<file path="config.mk">
export PLATFORM = sky130hd
export DESIGN_NAME = data_cache_flat
export DESIGN_NICKNAME = d
export VERILOG_FILES = /design/src/rtl/dcache_pkg.sv /design/src/rtl/data_cache_if.sv /design/src/rtl/dcache_data_array.sv /design/src/rtl/data_cache.sv /design/src/flat_wrapper.sv
export SDC_FILE = /design/constraint.sdc
export NUM_CORES = 2
export LEC_CHECK = 0
export ABC_AREA = 1
export CORE_MARGIN = 2
export CORE_UTILIZATION = 35
export DETAILED_ROUTE_END_ITERATION = 10
export HOLD_SLACK_MARGIN = 0.12
export PLACE_DENSITY = 0.57
export RECOVER_POWER = 100
export SLEW_MARGIN = 0
export SYNTH_ARGS = -nofsm -noshare
export SYNTH_HDL_FRONTEND = slang
export SYNTH_HIERARCHICAL = 1
export SYNTH_SLANG_ARGS = --single-unit
</file>
<file path="constraint.sdc">
create_clock -name clock -period 4.2 [get_ports clock]
set_input_delay 1.26 -clock clock [delete_from_list [all_inputs] [get_ports clock]]
set_output_delay 1.26 -clock clock [all_outputs]
set_load 0.05 [all_outputs]
</file>
<file path="src/rtl/dcache_pkg.sv">
// dcache_pkg: shared FSM state type, address-split helpers and byte-lane mask for data_cache
package dcache_pkg;
  typedef enum logic [1:0] {IDLE, WRITEBACK, REFILL} state_e;
  function automatic int word_bits(input int line_words);
    return $clog2(line_words);
  endfunction
  function automatic int set_bits(input int num_sets);
    return $clog2(num_sets);
  endfunction
  function automatic int tag_bits(input int line_words, input int num_sets);
    return 30 - $clog2(line_words) - $clog2(num_sets);
  endfunction
  function automatic logic [3:0] lane_mask(input logic sb, input logic [1:0] off);
    return sb ? 4'b0001 << off : 4'hF;
  endfunction
endpackage

</file>
<file path="src/rtl/data_cache_if.sv">
// data_cache_if: pipeline-side and backing-memory-side signals of data_cache
// slave  = the cache: takes the access and memReadData/memReady, drives data/stall and the memory request
// master = the pipeline plus backing memory, opposite directions
interface data_cache_if;
  logic [31:0] dataAddress;
  logic [31:0] writeData;
  logic        memRead;
  logic        memWrite;
  logic        sb;
  logic [31:0] data;
  logic        stall;
  logic        memReq;
  logic        memWe;
  logic [31:0] memAddress;
  logic [31:0] memWriteData;
  logic [31:0] memReadData;
  logic        memReady;
  modport slave (
    input  dataAddress, writeData, memRead, memWrite, sb, memReadData, memReady,
    output data, stall, memReq, memWe, memAddress, memWriteData
  );
  modport master (
    output dataAddress, writeData, memRead, memWrite, sb, memReadData, memReady,
    input  data, stall, memReq, memWe, memAddress, memWriteData
  );
endinterface

</file>
<file path="src/rtl/dcache_data_array.sv">
// dcache_data_array: NUM_SETS x LINE_WORDS x 32 line storage, combinational read, byte-enabled write
// clk_i clock; set_i line index shared by both ports; rword_i/rdata_o read port;
// we_i/be_i/wword_i/wdata_i write port
module dcache_data_array #(
  parameter int NUM_SETS   = 16,
  parameter int LINE_WORDS = 4
) (
  input  logic                          clk_i,
  input  logic [$clog2(NUM_SETS)-1:0]   set_i,
  input  logic [$clog2(LINE_WORDS)-1:0] rword_i,
  output logic [31:0]                   rdata_o,
  input  logic                          we_i,
  input  logic [3:0]                    be_i,
  input  logic [$clog2(LINE_WORDS)-1:0] wword_i,
  input  logic [31:0]                   wdata_i
);
  logic [31:0] mem_q [NUM_SETS*LINE_WORDS];
  assign rdata_o = mem_q[{set_i, rword_i}];
  always_ff @(posedge clk_i) begin
    for (int b = 0; b < 4; b++)
      if (we_i && be_i[b]) mem_q[{set_i, wword_i}][8*b +: 8] <= wdata_i[8*b +: 8];
  end
endmodule

</file>
<file path="src/rtl/data_cache.sv">
// data_cache: direct-mapped write-back write-allocate data cache with word-serial backing memory
// clock/reset: sole clock, synchronous active-high reset
// bus (data_cache_if.slave): pipeline access in, data/stall out, word-serial backing-memory request
// DCACHE_PERF_CNT_EN: when defined, adds saturating hitCount/missCount outputs
module data_cache
  import dcache_pkg::*;
#(
  parameter int NUM_SETS   = 16,
  parameter int LINE_WORDS = 4
) (
  input  logic clock,
  input  logic reset,
`ifdef DCACHE_PERF_CNT_EN
  output logic [31:0] hitCount,
  output logic [31:0] missCount,
`endif
  data_cache_if.slave bus
);
  localparam int WB = word_bits(LINE_WORDS);
  localparam int SB = set_bits(NUM_SETS);
  localparam int TB = tag_bits(LINE_WORDS, NUM_SETS);
  localparam logic [WB-1:0] K_LAST = WB'(LINE_WORDS - 1);
  state_e state_q, state_d;
  logic [WB-1:0] k_q, k_d;
  logic [NUM_SETS-1:0] valid_q, dirty_q;
  logic [TB-1:0] tag_q [NUM_SETS];
  logic [WB-1:0] word, rword, wword;
  logic [SB-1:0] set;
  logic [TB-1:0] tag;
  logic [31:0] rdata, wdata, data, mem_addr, mem_wdata;
  logic [3:0] be;
  logic req, store, hit, last, rdy, we, stall, mem_req, mem_we;
  assign word  = bus.dataAddress[2 +: WB];
  assign set   = bus.dataAddress[2+WB +: SB];
  assign tag   = bus.dataAddress[31 -: TB];
  assign store = bus.memWrite;
  assign req   = bus.memRead | bus.memWrite;
  assign hit   = valid_q[set] && tag_q[set] == tag;
  assign last  = k_q == K_LAST;
  assign rdy   = bus.memReady;
  // the victim is streamed out of the same set, so writeback borrows the read port at word k
  assign rword = state_q == WRITEBACK ? k_q : word;
  dcache_data_array #(.NUM_SETS(NUM_SETS), .LINE_WORDS(LINE_WORDS)) u_data (
    .clk_i   (clock),
    .set_i   (set),
    .rword_i (rword),
    .rdata_o (rdata),
    .we_i    (we),
    .be_i    (be),
    .wword_i (wword),
    .wdata_i (wdata)
  );
  always_comb begin
    state_d   = state_q;
    k_d       = k_q;
    stall     = 1'b0;
    mem_req   = 1'b0;
    mem_we    = 1'b0;
    mem_addr  = '0;
    mem_wdata = '0;
    data      = '0;
    we        = 1'b0;
    be        = lane_mask(bus.sb, bus.dataAddress[1:0]);
    wword     = word;
    wdata     = bus.sb ? {4{bus.writeData[7:0]}} : bus.writeData;
    unique case (state_q)
      IDLE: begin
        we      = req && hit && store;
        data    = req && hit && !store ? rdata : '0;
        stall   = req && !hit;
        state_d = !(req && !hit) ? IDLE : dirty_q[set] ? WRITEBACK : REFILL;
      end
      WRITEBACK: begin
        stall     = 1'b1;
        mem_req   = 1'b1;
        mem_we    = 1'b1;
        mem_addr  = {tag_q[set], set, k_q, 2'b00};
        mem_wdata = rdata;
        k_d       = rdy ? k_q + 1'b1 : k_q;
        state_d   = rdy && last ? REFILL : WRITEBACK;
      end
      REFILL: begin
        stall    = 1'b1;
        mem_req  = 1'b1;
        mem_addr = {tag, set, k_q, 2'b00};
        we       = rdy;
        be       = 4'hF;
        wword    = k_q;
        wdata    = bus.memReadData;
        k_d      = rdy ? k_q + 1'b1 : k_q;
        state_d  = rdy && last ? IDLE : REFILL;
      end
      default: state_d = IDLE;
    endcase
  end
  always_ff @(posedge clock) begin
    if (reset) begin
      state_q <= IDLE;
      k_q     <= '0;
      valid_q <= '0;
      dirty_q <= '0;
    end else begin
      state_q <= state_d;
      k_q     <= k_d;
      if (state_q == IDLE && req && hit && store) dirty_q[set] <= 1'b1;
      if (state_q == WRITEBACK && rdy && last) dirty_q[set] <= 1'b0;
      if (state_q == REFILL && rdy && last) begin
        valid_q[set] <= 1'b1;
        dirty_q[set] <= 1'b0;
        tag_q[set]   <= tag;
      end
    end
  end
  assign bus.data         = data;
  assign bus.stall        = stall;
  assign bus.memReq       = mem_req;
  assign bus.memWe        = mem_we;
  assign bus.memAddress   = mem_addr;
  assign bus.memWriteData = mem_wdata;
`ifdef DCACHE_PERF_CNT_EN
  // replay_q marks the first IDLE cycle after a refill, whose hit is the held miss, not a new hit
  logic replay_q;
  logic [31:0] hit_cnt_q, miss_cnt_q;
  logic hit_ev, miss_ev;
  assign hit_ev  = state_q == IDLE && req && hit && !replay_q;
  assign miss_ev = state_q == IDLE && req && !hit;
  always_ff @(posedge clock) begin
    if (reset) begin
      replay_q   <= 1'b0;
      hit_cnt_q  <= '0;
      miss_cnt_q <= '0;
    end else begin
      replay_q   <= state_q == REFILL && rdy && last ? 1'b1 : state_q == IDLE ? 1'b0 : replay_q;
      hit_cnt_q  <= hit_cnt_q + 32'(hit_ev && !(&hit_cnt_q));
      miss_cnt_q <= miss_cnt_q + 32'(miss_ev && !(&miss_cnt_q));
    end
  end
  assign hitCount  = hit_cnt_q;
  assign missCount = miss_cnt_q;
`endif
endmodule

</file>
<file path="src/flat_wrapper.sv">
// flat-port wrapper written by rule: the top's interface ports become plain ports
module data_cache_flat import dcache_pkg::*;
#(
  parameter int NUM_SETS   = 16,
  parameter int LINE_WORDS = 4
)
  (clock, reset, bus_dataAddress, bus_writeData, bus_memRead, bus_memWrite, bus_sb, bus_memReadData, bus_memReady, bus_data, bus_stall, bus_memReq, bus_memWe, bus_memAddress, bus_memWriteData);
  data_cache_if bus_i ();
  input  logic clock;
  input  logic reset;
  input wire logic [$bits(bus_i.dataAddress)-1:0] bus_dataAddress;
  input wire logic [$bits(bus_i.writeData)-1:0] bus_writeData;
  input wire logic [$bits(bus_i.memRead)-1:0] bus_memRead;
  input wire logic [$bits(bus_i.memWrite)-1:0] bus_memWrite;
  input wire logic [$bits(bus_i.sb)-1:0] bus_sb;
  input wire logic [$bits(bus_i.memReadData)-1:0] bus_memReadData;
  input wire logic [$bits(bus_i.memReady)-1:0] bus_memReady;
  output wire logic [$bits(bus_i.data)-1:0] bus_data;
  output wire logic [$bits(bus_i.stall)-1:0] bus_stall;
  output wire logic [$bits(bus_i.memReq)-1:0] bus_memReq;
  output wire logic [$bits(bus_i.memWe)-1:0] bus_memWe;
  output wire logic [$bits(bus_i.memAddress)-1:0] bus_memAddress;
  output wire logic [$bits(bus_i.memWriteData)-1:0] bus_memWriteData;
  assign bus_i.dataAddress = bus_dataAddress;
  assign bus_i.writeData = bus_writeData;
  assign bus_i.memRead = bus_memRead;
  assign bus_i.memWrite = bus_memWrite;
  assign bus_i.sb = bus_sb;
  assign bus_i.memReadData = bus_memReadData;
  assign bus_i.memReady = bus_memReady;
  assign bus_data = bus_i.data;
  assign bus_stall = bus_i.stall;
  assign bus_memReq = bus_i.memReq;
  assign bus_memWe = bus_i.memWe;
  assign bus_memAddress = bus_i.memAddress;
  assign bus_memWriteData = bus_i.memWriteData;
  data_cache #(.NUM_SETS(NUM_SETS), .LINE_WORDS(LINE_WORDS)) u_core (.clock(clock), .reset(reset), .bus(bus_i));
endmodule
</file>
Yosys cells after proc, flatten, opt, wreduce, memory -nomap -nowiden
Memory sizes are Yosys's and may differ from the RTL's.
Index checks and enable logic that the tools add are counted.
{"block": "word_totals", "ram_bits": 2432, "register_bits": 36, "out_inout_bits": 99, "n_memories": 2}
{"memory": "u_core.u_data.mem_q", "words": 64, "width": 32, "rd": 1, "rd_clocked_by_memory_dff": 0, "wr": 1, "line_no": "dcache_data_array.sv:17", "rtl": "logic [31:0] mem_q [NUM_SETS*LINE_WORDS];"}
{"memory": "u_core.tag_q", "words": 16, "width": 24, "rd": 1, "rd_clocked_by_memory_dff": 0, "wr": 1, "line_no": "data_cache.sv:26", "rtl": "logic [TB-1:0] tag_q [NUM_SETS];"}
{"block": "op_classes", "n_eq_ne": 4, "addsub": 1, "shift": 1, "reduce_logical": 23, "bitwise": 6, "order_cmp": 2, "mux": 41}
{"op": "$mux 32", "count": 5}
{"op": "$mux 16", "count": 5}
{"op": "$pmux 32 s2", "count": 1}
{"op": "$and 16x16->16", "count": 2}
{"op": "$or 16x16->16", "count": 2}
{"op": "$eq 24x24->1", "count": 1}
{"op": "$logic_and 1x1->1", "count": 18}
{"op": "$mux 1", "count": 16}
{"op": "$not 16->16", "count": 1}
{"op": "$mux 2", "count": 6}
{"op": "$bmux 1 s4", "count": 2}
{"op": "$mux 4", "count": 2}
{"op": "$pmux 2 s3", "count": 1}
{"op": "$lt 4x5->1 const B", "count": 1}
{"op": "$demux 1 s4", "count": 1}
{"op": "$eq 2x2->1 const B", "count": 2}
{"op": "$ge 4x1->1 const B", "count": 1}
{"op": "$pmux 1 s2", "count": 2}
{"op": "$shl 1x2->4 const A", "count": 1}
{"op": "$add 2x1->2 const B", "count": 1}
{"op": "$eq 2x1->1 const B", "count": 1}
{"op": "$logic_not 1->1", "count": 2}
{"op": "$logic_not 2->1", "count": 1}
{"op": "$reduce_and 2->1", "count": 1}
{"op": "2 further kinds", "count": 2}

Logic depth before layout (Yosys ltp)
{"block": "depth", "depth_word": 12, "mapped_depth": 23, "depth_no_buf": 19}

By module
Netlist, hierarchy kept.
{"module": "dcache_data_array", "cells_per_inst": 7075, "n_inst": 1, "area_per_inst_um2": 83186.0, "seq_area_each_um2": 61499.0}
{"module": "data_cache", "cells_per_inst": 2170, "n_inst": 1, "area_per_inst_um2": 19705.1, "seq_area_each_um2": 12251.8}

Least setup slack after synthesis
Ideal clock, no wire load.
{"block": "synth_timing", "path_kind": "input to output", "startpoint": "input bus_dataAddress[4]", "endpoint": "output bus_data[0]", "setup_slack_ns": -0.555, "arrival_time_ns": 3.495, "cell_stages": 20, "required_time_ns": 2.940, "cell_sequence": "buf_4 -> inv_2 -> buf_6 -> buf_6 -> nand2_1 -> nand2_1 -> nand2_1 -> nand3_1 -> nand2_1 -> nand2_1 -> inv_1 -> nand2_1 -> nand2_1 -> nand2_1 -> nand2_1 -> nor2_1 -> nand3_2 -> nor2_4 -> nand2_2 -> nor2_1"}
{"block": "synth_via", "elab_chain_cells": 7, "elab_cells_between_ends": 10}
{"item": "start: declaration", "line_no": "flat_wrapper.sv:11", "rtl": "input wire logic [$bits(bus_i.dataAddress)-1:0] bus_dataAddress;"}
{"item": "$mem_v2 16x24 or $bmux 1 s4 (tied branches)"}
{"item": "$eq 24x24->1 or $mux 1 (tied branches)", "line_no": "data_cache.sv:38", "rtl": "assign hit = valid_q[set] && tag_q[set] == tag;"}
{"item": "$logic_and 1x1->1", "line_no": "data_cache.sv:38"}
{"item": "$logic_and 1x1->1 (2 in series)", "line_no": "data_cache.sv:69", "rtl": "data = req && hit && !store ? rdata : '0;"}
{"item": "$mux 32 *", "line_no": "data_cache.sv:69"}
{"item": "$mux 32 *", "line_no": "data_cache.sv:66", "rtl": "unique case (state_q)"}
{"item": "end: declaration", "line_no": "flat_wrapper.sv:18", "rtl": "output wire logic [$bits(bus_i.data)-1:0] bus_data;"}
Every way passes the cells marked *; elsewhere a longest branch is shown, timed or not. The select of a mux whose other input is x is not followed.

Worst setup path in the final report
{"block": "layout_timing", "startpoint": "input bus_dataAddress[4]", "endpoint": "output bus_data[11]"}
Same word-level chain as after synthesis.

==> impl_metrics.tcl <==
set metrics [dict create \
    fp-row-count 199 \
    r2r-start "u_core/state_q[0]" \
    postSynthCellCount 9245 \
    rsz0062_at_grt "true" \
    setup_slack_ps -991 \
    die_area_sq_um 298000 \
    endpoint_kind "output port" \
    port_buffers 198 \
    grt_pass1_wl_mm 502 \
    synthSimpleGateAreaFrac_pct 18.5 \
    hold_path_class "flip-flop to flip-flop" \
    status "finished with violations" \
    min_to "u_core/dirty_q[15]" \
    period_needed_ps 5190 \
    violations "max-capacitance violations, max-slew violations, negative setup slack" \
    dr.first_iter.drc_count 8940 \
    finalPower_mw 55.9 \
    start_kind "input port" \
    die_w_microns 546 \
    routed_wl_mm 354 \
    syn_area_per_cell_sq_um 11.1 \
    drc 0 \
    dp_hpwl_mm 215 \
    criticalPathCategory "input port to output port" \
    dieHeight_microns 546 \
    vdd_ir_drop_max_uv 296 \
    synth.distinct_cells 35 \
    final_layout_size_suffix_gt1_share_pct 22.2 \
    gr-usage-all-layers_pct 22.7 \
    wl_per_cell_microns 24.3 \
    p_leak_nw 49.0 \
    gr-total-overflow 0 \
    slew_headroom_pct -66.4 \
    synth_seq_cells 2468 \
    grt_max_degree 65 \
    cts_root_buf "clkbuf_16" \
    synth_mux_area_share_pct 0.0109 \
    hold_viol_final 0 \
    cts_buffers 267 \
    worst_pin_slew_ps 2500 \
    finalMaxSlewViolations 33 \
    grt_pass1_vias 72167 \
    floorplan.initialDensity_pct 35.1 \
    clock_sinks 2468 \
    whs_ps 462 \
    yosysSeqAreaShare_pct 71.7 \
    clkLatencyLatePin_ps 860 \
    ios 201 \
    worst_ep_arrival_time_ps 3930 \
    drt.antenna.violating_nets 0 \
    area_growth_pct 30.5 \
    finClkSkew_ps 66.4 \
    cts.htree.levels 5 \
    cp_max_fo 8 \
    synth-xor-area-share_pct 0.00851 \
    routed_via_density 5.25 \
    final_common_cell "edfxtp_1" \
    tritoncts "done" \
    final_cell_mix "edfxtp_1 (2,432), nor2_1 (1,802), nand2_1 (1,799)" \
    synth-compound-area-share_pct 6.01 \
    cts.clk_slew.worst_paths_ps 60 \
    clock.fmax_mhz 193 \
    synth_top_family_by_area "simple AND/OR/NAND/NOR gates" \
    vias 76407 \
    gp_congestion 0.881 \
    worstRegToRegCells 7 \
    min_period_over_period_pct 124 \
    synth_warnings 6 \
    antenna_found_initial 14 \
    clockBufferDepth 4 \
    core-area_sq_um 293000 \
    required_ps 2940 \
    firstDrtPassIters 6 \
    reg2reg_slack_ps -110 \
    max_cap_violations 1 \
    power_density_nw_per_um2 416 \
    nNetsFinal 10540 \
    yosys.area_share.adder_pct 0.0608 \
    synth_area_sq_um 103000 \
    setup-violations-final 910 \
    worstHoldStart "u_core/dirty_q[15]" \
    crit-reg2reg-capture "u_core/u_data/mem_q[15][31]" \
    hold_depth 2 \
]
layer usage:
metal	vias up	track usage [%]	wire, microns
li1	34298	-	-
met1	37667	31.4	144000
met2	3853	36.1	163000
met3	585	3.82	34800
met4	4	7.56	12700
met5	-	0	28
worst max-delay path by stage:
stage	start	to	slack [ps]
6_report	bus_dataAddress[4]	bus_data[11]	-990
5_1_grt	bus_dataAddress[4]	bus_data[11]	-1130
4_1_cts	bus_dataAddress[4]	bus_data[4]	-980
3_5_place_dp	bus_dataAddress[7]	u_core/u_data/mem_q[35][3]	-1920
3_3_place_gp	bus_dataAddress[6]	u_core/u_data/mem_q[35][5]	-1860
2_1_floorplan	bus_dataAddress[4]	bus_data[10]	-330
power by group:
| part | total, mW | switching, mW | internal, mW | leakage [nW] |
|---|---|---|---|---|
| registers | 27.6 | 0.0105 | 27.6 | 22.1 |
| clock network | 22.4 | 9.58 | 12.8 | 3.95 |
| logic | 5.95 | 3.90 | 2.06 | 22.9 |
| total | 55.9 | 13.5 | 42.4 | 49.0 |
logic make-up (layout without fill, tap and decap cells):
| group | Yosys count | count (layout) |
|---|---|---|
| simple gates | 4765 | 4765 |
| flops | 2468 | 2468 |
| compound gates | 1151 | 1151 |
| buf+inv | 853 | 2225 |
| fa+ha+maj | 5 | 5 |
| other cells | 1 | 8 |
| xor+xnor | 1 | 1 |
| mux | 1 | 1 |
cell usage after synthesis (all sizes together):
master,count,share of area (%)
conb,1,0.0036
xor2,1,0.0085
o211ai,142,1.0
nor3,16,0.083
buf,352,1.9
inv,293,1.1
nor2,1982,7.3
o22ai,15,0.091
o21ai,897,4.4
edfxtp,2432,71
clkinv,2,0.0073
mux2,1,0.011
nand3b,1,0.0073
nand2,1990,7.3
a22oi,1,0.0073
nand4,9,0.055
clkbuf,206,0.75
dfxtp,36,0.70
nand3,766,3.8
ha,5,0.061
a21oi,92,0.48
o21bai,4,0.029
or2,1,0.0061
critical path: stages:
cell	delay, ps
buf_16	140
buf_16	160
buf_12	130
buf_16	120
nand2_1	60
nand2_1	50
nand2_1	50
nand2_1	50
nand2_1	70
nand2_2	80
buf_6	130
o21bai_4	130
nand2_4	90
nor2_2	120
nand2_2	70
nor2_2	120
nand2_2	70
nor2_4	210
nand2_8	240
buf_12	240
nor2_4	130
buf_12	140
timing repair:
action,4_1_cts,5_1_grt
setup buffers,131,50
gates cloned,69,30
gates resized for setup,639,406
pin swaps,239,255
hold buffers,0,0
endpoints found under the setup margin,2142,2141
per-stage QoR:
| step | setup WS [ps] | instance area [sq um] | utilization [%] | std cells | setup TNS, ps |
|---|---|---|---|---|---|
| after floorplan | -329 | 103000 | - | 9246 | -9860 |
| after global placement | -1860 | 119000 | 40.7 | 13832 | -3368190 |
| after detailed placement | -1920 | 119000 | 40.7 | 13832 | -3484910 |
| after CTS | -982 | 133000 | 45.2 | 14473 | -62950 |
| after global routing | -1130 | 134000 | 45.8 | 14538 | -450260 |
| final | -991 | 134000 | 45.8 | 14543 | -110070 |
registers in the layout, summed over array words and instances (netlist names):
name                 flops
u_core/dirty_q          16
u_core/state_q           2
u_core/k_q               2
u_core/tag_q           384
u_core/valid_q          16
u_core/u_data/mem_q   2048
layout make-up:
type / count / area (sq um)
Fill cell: 26273 / 159000
Sequential cell: 2468 / 73800
Multi-Input combinational cell: 5925 / 28100
Timing Repair Buffer: 1476 / 18200
Clock buffer: 343 / 7100
Tap cell: 3919 / 4900
Inverter: 295 / 1240
Clock inverter: 111 / 946
Antenna cell: 6 / 15.0
Power figures use the tool's default switching activity.
